### src/rtl/lib_pipe_align.sv
// Deskews per-stage taps of an FF_STEP-registered stage chain so every stage of a token
// leaves on the same cycle, qualified by one valid, with mismatch flag and saturating count.
module lib_pipe_align #(
  parameter int unsigned WIDTH     = 8,
  parameter int unsigned STAGE_NUM = 8,
  parameter int unsigned FF_STEP   = 4,
  parameter int unsigned CNT_W     = 8
) (
  input  logic             clk,
  input  logic             rst,
  input  logic [WIDTH-1:0] data_i     [STAGE_NUM-1:0],
  input  logic             vld_i      [STAGE_NUM-1:0],
  input  logic             clr_i,
  output logic [WIDTH-1:0] data_o     [STAGE_NUM-1:0],
  output logic             vld_o,
  output logic             mismatch_o,
  output logic [CNT_W-1:0] err_cnt_o
);

  if (FF_STEP < 1 || FF_STEP > STAGE_NUM || STAGE_NUM < 2) begin : g_bad_param
    $fatal(1, "lib_pipe_align: FF_STEP must be 1..STAGE_NUM and STAGE_NUM >= 2");
  end

  // Guarded divisor keeps elaboration arithmetic defined even for an illegal FF_STEP.
  localparam int unsigned STEP = (FF_STEP == 0) ? 1 : FF_STEP;
  localparam int unsigned LMAX = (STAGE_NUM - 1) / STEP;

  logic [WIDTH-1:0]     dly_data [STAGE_NUM-1:0];
  logic [STAGE_NUM-1:0] dly_vld;

  for (genvar k = 0; k < STAGE_NUM; k++) begin : g_tap
    localparam int unsigned D = LMAX - (k / STEP);

    if (D == 0) begin : g_pass
      assign dly_data[k] = data_i[k];
      assign dly_vld[k]  = vld_i[k];
    end else begin : g_dly
      logic [WIDTH-1:0] dsr [D];
      logic [D-1:0]     vsr;

      // Data lines carry no reset: payload is only meaningful under vld_o.
      always_ff @(posedge clk) begin
        dsr[0] <= data_i[k];
        for (int unsigned i = 1; i < D; i++) begin
          dsr[i] <= dsr[i-1];
        end
      end

      always_ff @(posedge clk) begin
        if (rst || clr_i) begin
          vsr <= '0;
        end else begin
          vsr[0] <= vld_i[k];
          for (int unsigned i = 1; i < D; i++) begin
            vsr[i] <= vsr[i-1];
          end
        end
      end

      assign dly_data[k] = dsr[D-1];
      assign dly_vld[k]  = vsr[D-1];
    end
  end

  always_ff @(posedge clk) begin
    data_o <= dly_data;
  end

  always_ff @(posedge clk) begin
    if (rst || clr_i) begin
      vld_o      <= 1'b0;
      mismatch_o <= 1'b0;
      err_cnt_o  <= '0;
    end else begin
      vld_o      <= &dly_vld;
      mismatch_o <= (|dly_vld) & ~(&dly_vld);
      if (mismatch_o && (err_cnt_o != '1)) begin
        err_cnt_o <= err_cnt_o + CNT_W'(1);
      end
    end
  end

endmodule

### config.mk
export PLATFORM = sky130hd
export DESIGN_NAME = lib_pipe_align
export DESIGN_NICKNAME = d
export VERILOG_FILES = /design/src/rtl/lib_pipe_align.sv
export SDC_FILE = /design/constraint.sdc
export NUM_CORES = 1
export LEC_CHECK = 0
export ABC_AREA = 1
export CORE_ASPECT_RATIO = 0.9
export CORE_MARGIN = 1
export CORE_UTILIZATION = 40
export CTS_CLUSTER_DIAMETER = 100
export DETAILED_ROUTE_END_ITERATION = 10
export MAX_ROUTING_LAYER = met4
export PLACE_DENSITY = 0.84
export SYNTH_ARGS = -nofsm -noshare
export SYNTH_HDL_FRONTEND = slang
export SYNTH_SLANG_ARGS = --single-unit
export TNS_END_PERCENT = 20
### constraint.sdc
create_clock -name clk -period 3.2 [get_ports clk]
set_clock_uncertainty 0.15 [all_clocks]
set_input_delay 0.64 -clock clk [delete_from_list [all_inputs] [get_ports clk]]
set_output_delay 0.64 -clock clk [all_outputs]
set_load 0.01 [all_outputs]
==> results.md, run 1 <==
- Clock-pin slew was measured on the worst setup and hold paths at 0.10 ns.
- The worst hold path terminates at data_o[21].
- Of all nets on the critical path, the largest fanout is 10.
- The first-pass GRT wire length is 8510 µm.
- Once placement finished, the instance area stood at 4200 µm².
- The via count of the first global-routing pass is 1853.
- The root buffer cell chosen for the clock tree is sky130_fd_sc_hd__clkbuf_8.
- The worst hold path belongs to the class flop to flop.
- The die covers 6880 µm².
- The worst reg2reg path depth is 7.
- The nature of the critical path endpoint is a primary output.
- Walking the worst path, the cells encountered are clkdlybuf4s50_1.
- In this run the most critical hold path is launched from g_tap[2].g_dly.dsr[0][5].
- The static leakage is 1.80 nW.
- Timing would allow up to 0.443 GHz.
- Entering global routing, the biggest net connects 21 pins.
- TritonCTS built the clock tree.
- The number of synthesis warnings is 0.
- Global routing consumed, on the met2 layer, 31.7% of the routing resources.
- The global placement routability congestion is 0.783.
- The startpoint class of the critical path is a flop.
- For this design the ratio of total power to cell area is 558 nW/µm².
- The max-slew violation total from the final report is 0.
- The placed wire-length estimate is 4300 µm.
- Combinational logic burns 8.8% of the power.
- Summing all non-filler instances in the final layout gives an area of 4400 µm².
- The sequential group share of total power is 59.2%.
- The worst hold path was traced through 0 stages.
- For this run, the post-layout net count is 433.
- The total number of vias is 1822.
- On the worst path, the slowest cell contributes a delay of 0.60 ns.
- For this run, global-route usage on met3 was measured as 8.63%.
- Once placement completed, the tool counted placed cells totaling 433.
- After synthesis, the largest area contributor takes up 84.0% of total cell area.
- The library cells used most frequently in the layout, excluding fill and tap cells, are sky130_fd_sc_hd__clkdlybuf4s50_1 (148), sky130_fd_sc_hd__dfxtp_1 (110), sky130_fd_sc_hd__inv_1 (19), sky130_fd_sc_hd__nor2_1 (19), sky130_fd_sc_hd__nand2_1 (18).
- The final antenna-violating net count is 0.
- Setup total negative slack on the finished layout was measured at 0 ns.
- The number of hold-slack violations in the final timing report is 0.
- The global-route met1 utilization is 16.1%.
- The run finished with clean final reports.
- The share of the synthesized area in compound gates (AO/OA/AOI/OAI) is 1.43%.
- Among all stages on the critical path, the largest delay is contributed by sky130_fd_sc_hd__clkdlybuf4s50_1.
- The number of inserted diodes is 0.
- The final critical path time including I/O delays and setup is 2.26 ns.
- The number of setup buffers added after CTS is 0.
- The layout overhead on the synthesized area is 68.1%.
- The worst path setup slack after routing is 0.944 ns.
- Counting distinct cell types in the post-synthesis netlist gives 18.
- The number of top-level pins is 149.
- By area the synthesized netlist is led by sky130_fd_sc_hd__dfxtp_1 (84%), sky130_fd_sc_hd__inv_1 (2.7%), sky130_fd_sc_hd__nor2_1 (2.7%), sky130_fd_sc_hd__nand2_1 (2.6%), sky130_fd_sc_hd__nand3_1 (1.9%).
- The number of instances in the synthesized netlist is 199.
- The part of the Yosys area used for sequential elements is 84.0%.
- The effective utilization at floorplan is 42.1%.
- Counting every net in the synthesized netlist gives 275.
- The internal power of the cells totals 1.91 mW.
- For flop-to-flop paths, the worst setup slack is 1.77 ns.
- The netlist area before placement is 2620 µm².
- In this run the critical register-to-register path is captured at err_cnt_o[0].
- Of the total synthesized cell area, the portion taken by XOR and XNOR cells is 0%.
- The max capacitance violation total is 0.
- The final cell count without fillers is 449.
- After detailed routing, the total wire length is 5550 µm.
- In the finished design, the share of the clock period the worst path needs comes to 70.5%.
- The number of rows in the core area is 27.
- The final count of negative-setup-slack endpoints is 0.
- The clock drives 110 sinks.
- At the pin with the least slew margin, the transition time is 0.396 ns.
- From bottom edge to top edge, the die measures 78.8 µm.
- The number of iterations in the first detailed-routing pass is 4.
- The detailed router finished its first iteration with 43 violations.
- Before CTS, the worst setup slack after placement is 1.27 ns.
- The switching part of the total power is 22.1%.
- Of the total synthesized cell area, the portion taken by AND, OR, NAND and NOR gates is 10.7%.
- The synthesized design spends more area on one cell type than any other, namely sky130_fd_sc_hd__dfxtp_1.
- The ratio of cells with drive above 1 in the final layout is 6.91%.
- Synthesis inferred 110 register bits.
- The post-synthesis mux area share is 0%.
- The hold slack is 0.186 ns.
- After detailed routing, the number of remaining DRC violations is 0.
- The synthesized-area fraction occupied by adder cells is 0.478%.
- After clock tree synthesis, the repair step resized 0 gates.
- Headroom to the max-slew limit came out at 73.6%.
- The core region is 6220 µm².
- In the routed layout, each cell is associated on average with a via count of 4.06.
- The busiest layer in global routing is met2.
- The die extent in x is 87.3 µm.
- The initial antenna violation count is 0.
- The library cell used most frequently in the layout, excluding fill and tap cells, is sky130_fd_sc_hd__clkdlybuf4s50_1.
- The clock passes through at most 2 buffers.
- After synthesis, the largest family of logic cells by area is simple AND/OR/NAND/NOR gates.
- In this run, CTS created clock tree buffers numbering 9.
- The kind of cell with the highest combined delay along the critical path is buffers and inverters.
- Summed over all nets, the switching power comes to 543 µW.
- After detailed routing, the average wire length per cell comes to 12.4 µm.
- The clock latency at the later pin of the worst-skew pair is 0.36 ns.
- In this run the number of H-tree levels came out at 3.
- The worst register-to-register path begins at err_cnt_o[0].
- The per-instance average area after synthesis is 13.2 µm².
- The setup path with the least slack is of type flop to primary output.
- Data arrives at the worst endpoint at 1.47 ns.
- The global routing usage summed across all routing layers is 17.7%.
- The final global-route overflow total is 0.
- In this run, post-CTS hold repair placed 0 buffers.
- The clock network is responsible for 32.0% of the overall power.
- Buffers placed on the I/O ports in this run total 148.
- STA puts the critical path data required time at 2.41 ns.
- Setup repair after global routing left no endpoint under its margin.
- The worst ir drop on vdd is 0.560 mV.
- The total buffers and inverters traversed by the critical path is 1.
==> state kept, by name, summed over array words and instances, names as in the netlist <==
name             flops
vld_o                1
mismatch_o           1
data_o              64
err_cnt_o            8
g_tap.g_dly.vsr      4
g_tap.g_dly.dsr     32
==> metrics by stage <==
stage               total power, mW  utilization, %
floorplan                      1.52               -
global placement               1.70            67.6
detailed placement             1.71            67.6
CTS                            2.49            70.8
global route                   2.58            70.8
finish                         2.46            70.8
==> worst max path at each step <==
stage,startpoint,endpoint,depth (start not counted)
detailed placement,clr_i,g_tap[1].g_dly.vsr,4
global route,mismatch_o,mismatch_o,1
global placement,clr_i,vld_o,4
CTS,mismatch_o,mismatch_o,1
finish,mismatch_o,mismatch_o,1
floorplan,err_cnt_o[0],err_cnt_o[3],6
==> cells by family after synthesis <==
group                    after synthesis
flip-flops                           110
AND/OR/NAND/NOR                       59
buffers and inverters                 22
AO/OA/AOI/OAI                          7
adder cells (fa/ha/maj)                1
==> Yosys cell counts <==
| library cell | n |
|---|---|
| sky130_fd_sc_hd__nor2_4 | 3 |
| sky130_fd_sc_hd__o21ai_0 | 1 |
| sky130_fd_sc_hd__inv_1 | 19 |
| sky130_fd_sc_hd__clkinv_1 | 1 |
| sky130_fd_sc_hd__dfxtp_1 | 110 |
| sky130_fd_sc_hd__ha_1 | 1 |
| sky130_fd_sc_hd__inv_2 | 1 |
| sky130_fd_sc_hd__nand4_1 | 2 |
| sky130_fd_sc_hd__nor3_1 | 2 |
| sky130_fd_sc_hd__nor2_1 | 19 |
| sky130_fd_sc_hd__a21oi_1 | 5 |
| sky130_fd_sc_hd__nor2_2 | 1 |
| sky130_fd_sc_hd__a21o_1 | 1 |
| sky130_fd_sc_hd__nand2_4 | 1 |
| sky130_fd_sc_hd__nand2_2 | 3 |
| sky130_fd_sc_hd__nand2_1 | 18 |
| sky130_fd_sc_hd__buf_4 | 1 |
| sky130_fd_sc_hd__nand3_1 | 10 |
==> layer usage <==
metal | routed length, µm | vias up
li1 | - | 930
met1 | 1950 | 799
met2 | 3020 | 87
met3 | 536 | 6
met4 | 48 | 0
met5 | 0 | -
==> layout make-up <==
type                       count  area (µm²)
clock buffer                  10         138
multi-input combinational     67         332
clock inverter                 6        62.6
tap                           87         109
fill                         450        1810
timing repair buffer         148        1480
sequential                   110        2200
inverter                      21        78.8
==> power groups by stage <==
stage | Sequential, mW | Clock [mW] | Combinational, mW
5_1_grt | 1.46 | 0.886 | 0.229
2_1_floorplan | 1.51 | 0 | 0.0141
6_report | 1.46 | 0.786 | 0.216
3_3_place_gp | 1.48 | 0 | 0.214
4_1_cts | 1.46 | 0.813 | 0.219
3_5_place_dp | 1.49 | 0 | 0.218
Note: power is estimated with default switching activity, not from simulation.
==> inputs of run 2 (changes only) <==
Settings changed: CORE_UTILIZATION 40 to 33, PLACE_DENSITY 0.84 to 0.74.
Clock period 3.2 ns to 1.8 ns, I/O delays scaled along.
==> run 2 against run 1 <==
Register-to-register slack got worse by 1.4 ns. Clock power is 90% higher. Global-route usage shrank 4.6 points. Highest routed layer unchanged. Critical path type unchanged. Routed wire length is 8.0% lower. Critical endpoint is now data_o[10].
==> results.md, run 2 (synthesized netlist as in run 1, its figures left out) <==
- The effective utilization at floorplan is 34.4% (was 42.1%).
- The post-CTS clock slew at the launch and capture registers of the worst setup and hold paths is 0.11 ns (was 0.10 ns).
- The final count of negative-setup-slack endpoints is 0 (unchanged).
- The number of inserted diodes is 0 (unchanged).
- The initial antenna violation count is 0 (unchanged).
- The fraction of the core area covered by cells at the end of the flow came to 59.6% (was 70.8%).
- The number of placed instances with taps included came to 443 (was 433).
- The via count of the first global-routing pass is 1741 (was 1853).
- The initial detailed-routing violation count came to 24 (was 43).
- The number of port buffers came to 148 (unchanged).
- The worst reg2reg path endpoint is err_cnt_o[0] (unchanged).
- The final antenna-violating net count came to 0 (unchanged).
- The layout overhead on the synthesized area is 73.4% (was 68.1%).
- The busiest layer in global routing is met2 (unchanged).
- The data arrival time of the worst path is 1.23 ns (was 1.47 ns).
- The clock tree from TritonCTS is done (unchanged).
- Biggest regs: data_o (64), g_tap.g_dly.dsr (32), err_cnt_o (8) (unchanged).
- The power per cell area is 976 nW/µm² (was 558 nW/µm²).
- The max capacitance violation total is 0 (unchanged).
- The register containing the most flip-flops in the final layout is data_o (unchanged).
- The number of sinks handled by clock tree synthesis is 110 (unchanged).
- The worst reg2reg path depth came to 6 (was 7).
- The worst ir drop on vdd was 0.651 mV (was 0.560 mV).
- The number of setup buffers added after CTS is 0 (unchanged).
- The nature of the critical path endpoint is a primary output (unchanged).
- The worst-path cell with the longest stage delay is sky130_fd_sc_hd__clkdlybuf4s50_1 (unchanged).
- The cell family with the largest share of critical-path delay is buffers and inverters (unchanged).
- The placed wire-length estimate was 3880 µm (was 4300 µm).
- The leading cell type in the layout, fill and taps excluded is sky130_fd_sc_hd__dfxtp_1 (was sky130_fd_sc_hd__clkdlybuf4s50_1).
- The root buffer selected by CTS was sky130_fd_sc_hd__clkbuf_8 (unchanged).
- The peak fanout along the critical path is 1 (was 10).
- The slew at the pin closest to its max-slew limit is 0.379 ns (was 0.396 ns).
- The slack of the worst reg-to-reg path is 0.42 ns (was 1.77 ns).
- The vertical die dimension is 86.5 µm (was 78.8 µm).
- The path class of the lowest-slack min-delay path is flop to flop (unchanged).
- The number of iterations in the first detailed-routing pass was 3 (was 4).
- The fraction of met3 tracks used by global routing is 8.95% (was 8.63%).
- The final critical path time including I/O delays and setup is 1.74 ns.
- The number of hold-slack violations in the final timing report came to 0 (unchanged).
- The average wire per standard cell is 11.1 µm (was 12.4 µm).
- The global-route met1 utilization was 12.5% (was 16.1%).
- The total buffers and inverters traversed by the critical path is 1 (unchanged).
- The first-pass GRT wire length was 7700 µm (was 8510 µm).
- The startpoint class of the critical path is a flop (unchanged).
- The end point of the critical path is data_o[10] (was mismatch_o).
- The logic depth of the worst path, buffers included is 1 (unchanged).
- The clock latency at the later pin of the worst-skew pair is 0.36 ns (about the same).
- The total number of vias came to 1808 (was 1822).
- The instance area after placement is 4220 µm² (was 4200 µm²).
- The H-tree depth reported by CTS came to 3 (unchanged).
- The number of CTS-inserted buffers is 9 (unchanged).
- The hold slack is 0.178 ns (was 0.186 ns).
- The pin count of the biggest net entering global routing is 24 (was 21).
- The data required time at the worst endpoint was 1.29 ns (was 2.41 ns).
- The area enclosed by the die boundary is 8300 µm² (was 6880 µm²).
- The met2 layer usage reported by global route is 21.0% (was 31.7%).
- Derived from the worst setup path, the maximum achievable clock frequency is 0.576 GHz.
- The worst-case clock buffer depth is 2 (unchanged).
- The die extent in x is 95.9 µm (was 87.3 µm).
- The setup slack after placement is 0.165 ns (was 1.27 ns).
- The final critical path takes up 96.5% of the cycle.
- Leading cell types in the layout, fill and taps excluded: sky130_fd_sc_hd__dfxtp_1 (105), sky130_fd_sc_hd__clkdlybuf4s50_1 (99), sky130_fd_sc_hd__dlymetal6s2s_1 (42), sky130_fd_sc_hd__inv_1 (19), sky130_fd_sc_hd__nor2_1 (19) (was sky130_fd_sc_hd__clkdlybuf4s50_1 (148), sky130_fd_sc_hd__dfxtp_1 (110), sky130_fd_sc_hd__inv_1 (19), sky130_fd_sc_hd__nor2_1 (19), sky130_fd_sc_hd__nand2_1 (18)).
- The number of DRC violations after detailed routing is 0 (unchanged).
- The fill cell instance count of the final layout is 618 (was 450).
- The final global-route overflow total came to 0 (unchanged).
- The number of hold buffers added after CTS is 0 (unchanged).
- The global routing usage summed across all routing layers was 13.1% (was 17.7%).
- The placeable core region was 7620 µm² (was 6220 µm²).
- The final cell count without fillers came to 459 (was 449).
- The number of rows in the core area was 30 (was 27).
- The flip-flop count of the largest register after layout is 64 (unchanged).
- The total power is 4.44 mW (was 2.46 mW).
- The worst path setup slack after routing is 0.0629 ns (was 0.944 ns).
- The per-cell via count in the routed design is 3.94 (was 4.06).
- The setup TNS after final layout is 0 ns (unchanged).
- The static leakage is 2.25 nW (was 1.80 nW).
- Crit path cell chain: clkdlybuf4s50_1 (unchanged).
- The max-slew violation total from the final report was 0 (unchanged).
- The tightest slew margin relative to the limit is 74.7% (was 73.6%).
- The global placement routability congestion came to 0.768 (was 0.783).
- Result of the run: finished clean (unchanged).
- The final instance area was 4540 µm² (was 4400 µm²).
- The ratio of cells with drive above 1 in the final layout is 8.54% (was 6.91%).
- The number of nets in the final layout came to 434 (was 433).
- The aggregate routed wire length was 5110 µm (was 5550 µm).
- The beginning of the worst register-to-register path is err_cnt_o[0] (unchanged).
- The worst stage delay on the critical path is 0.55 ns (was 0.60 ns).
- The number of top-level pins came to 149 (unchanged).
- The critical path startpoint is data_o[10] (was mismatch_o).
- The startpoint-to-endpoint class of the critical path is flop to primary output (unchanged).
==> run 2: what timing repair did <==
item | CTS | global route
resized for setup | 13 | 42
setup endpoints to repair | 8 | 42
pin swaps | 0 | 0
==> run 2: area by class of cell <==
class                      count  area [µm²]  share of cell area [%]
sequential                   110        2210                    48.7
timing repair buffer         149        1590                    34.9
multi-input combinational     67         332                    7.30
clock buffer                   9         124                    2.73
tap                           96         120                    2.64
clock inverter                 7        93.8                    2.06
inverter                      21        78.8                    1.73
==> run 2: worst min-delay path by stage <==
stage / startpoint / endpoint / slack, ns / cells after the start
6_report: g_tap[0].g_dly.dsr[0][0] / data_o[0] / 0.18 / 0
3_5_place_dp: g_tap[2].g_dly.dsr[0][0] / data_o[16] / 0.16 / 0
3_3_place_gp: g_tap[1].g_dly.dsr[0][5] / data_o[13] / 0.16 / 0
5_1_grt: g_tap[0].g_dly.dsr[0][0] / data_o[0] / 0.18 / 0
2_1_floorplan: g_tap[0].g_dly.dsr[0][0] / data_o[0] / 0.16 / 0
4_1_cts: g_tap[0].g_dly.dsr[0][0] / data_o[0] / 0.18 / 0
==> run 2: where the power goes <==
part / internal (mW) / switching, mW / total (mW)
combinational: 0.261 / 0.109 / 0.370
sequential: 2.55 / 0.0276 / 2.58
clock: 0.576 / 0.911 / 1.49
==> run 2: per-layer routing <==
| layer | routed length, µm | up-vias |
|---|---|---|
| met5 | 0 | - |
| met4 | 51 | 0 |
| met3 | 649 | 6 |
| met2 | 2570 | 86 |
| met1 | 1840 | 792 |
| li1 | - | 924 |
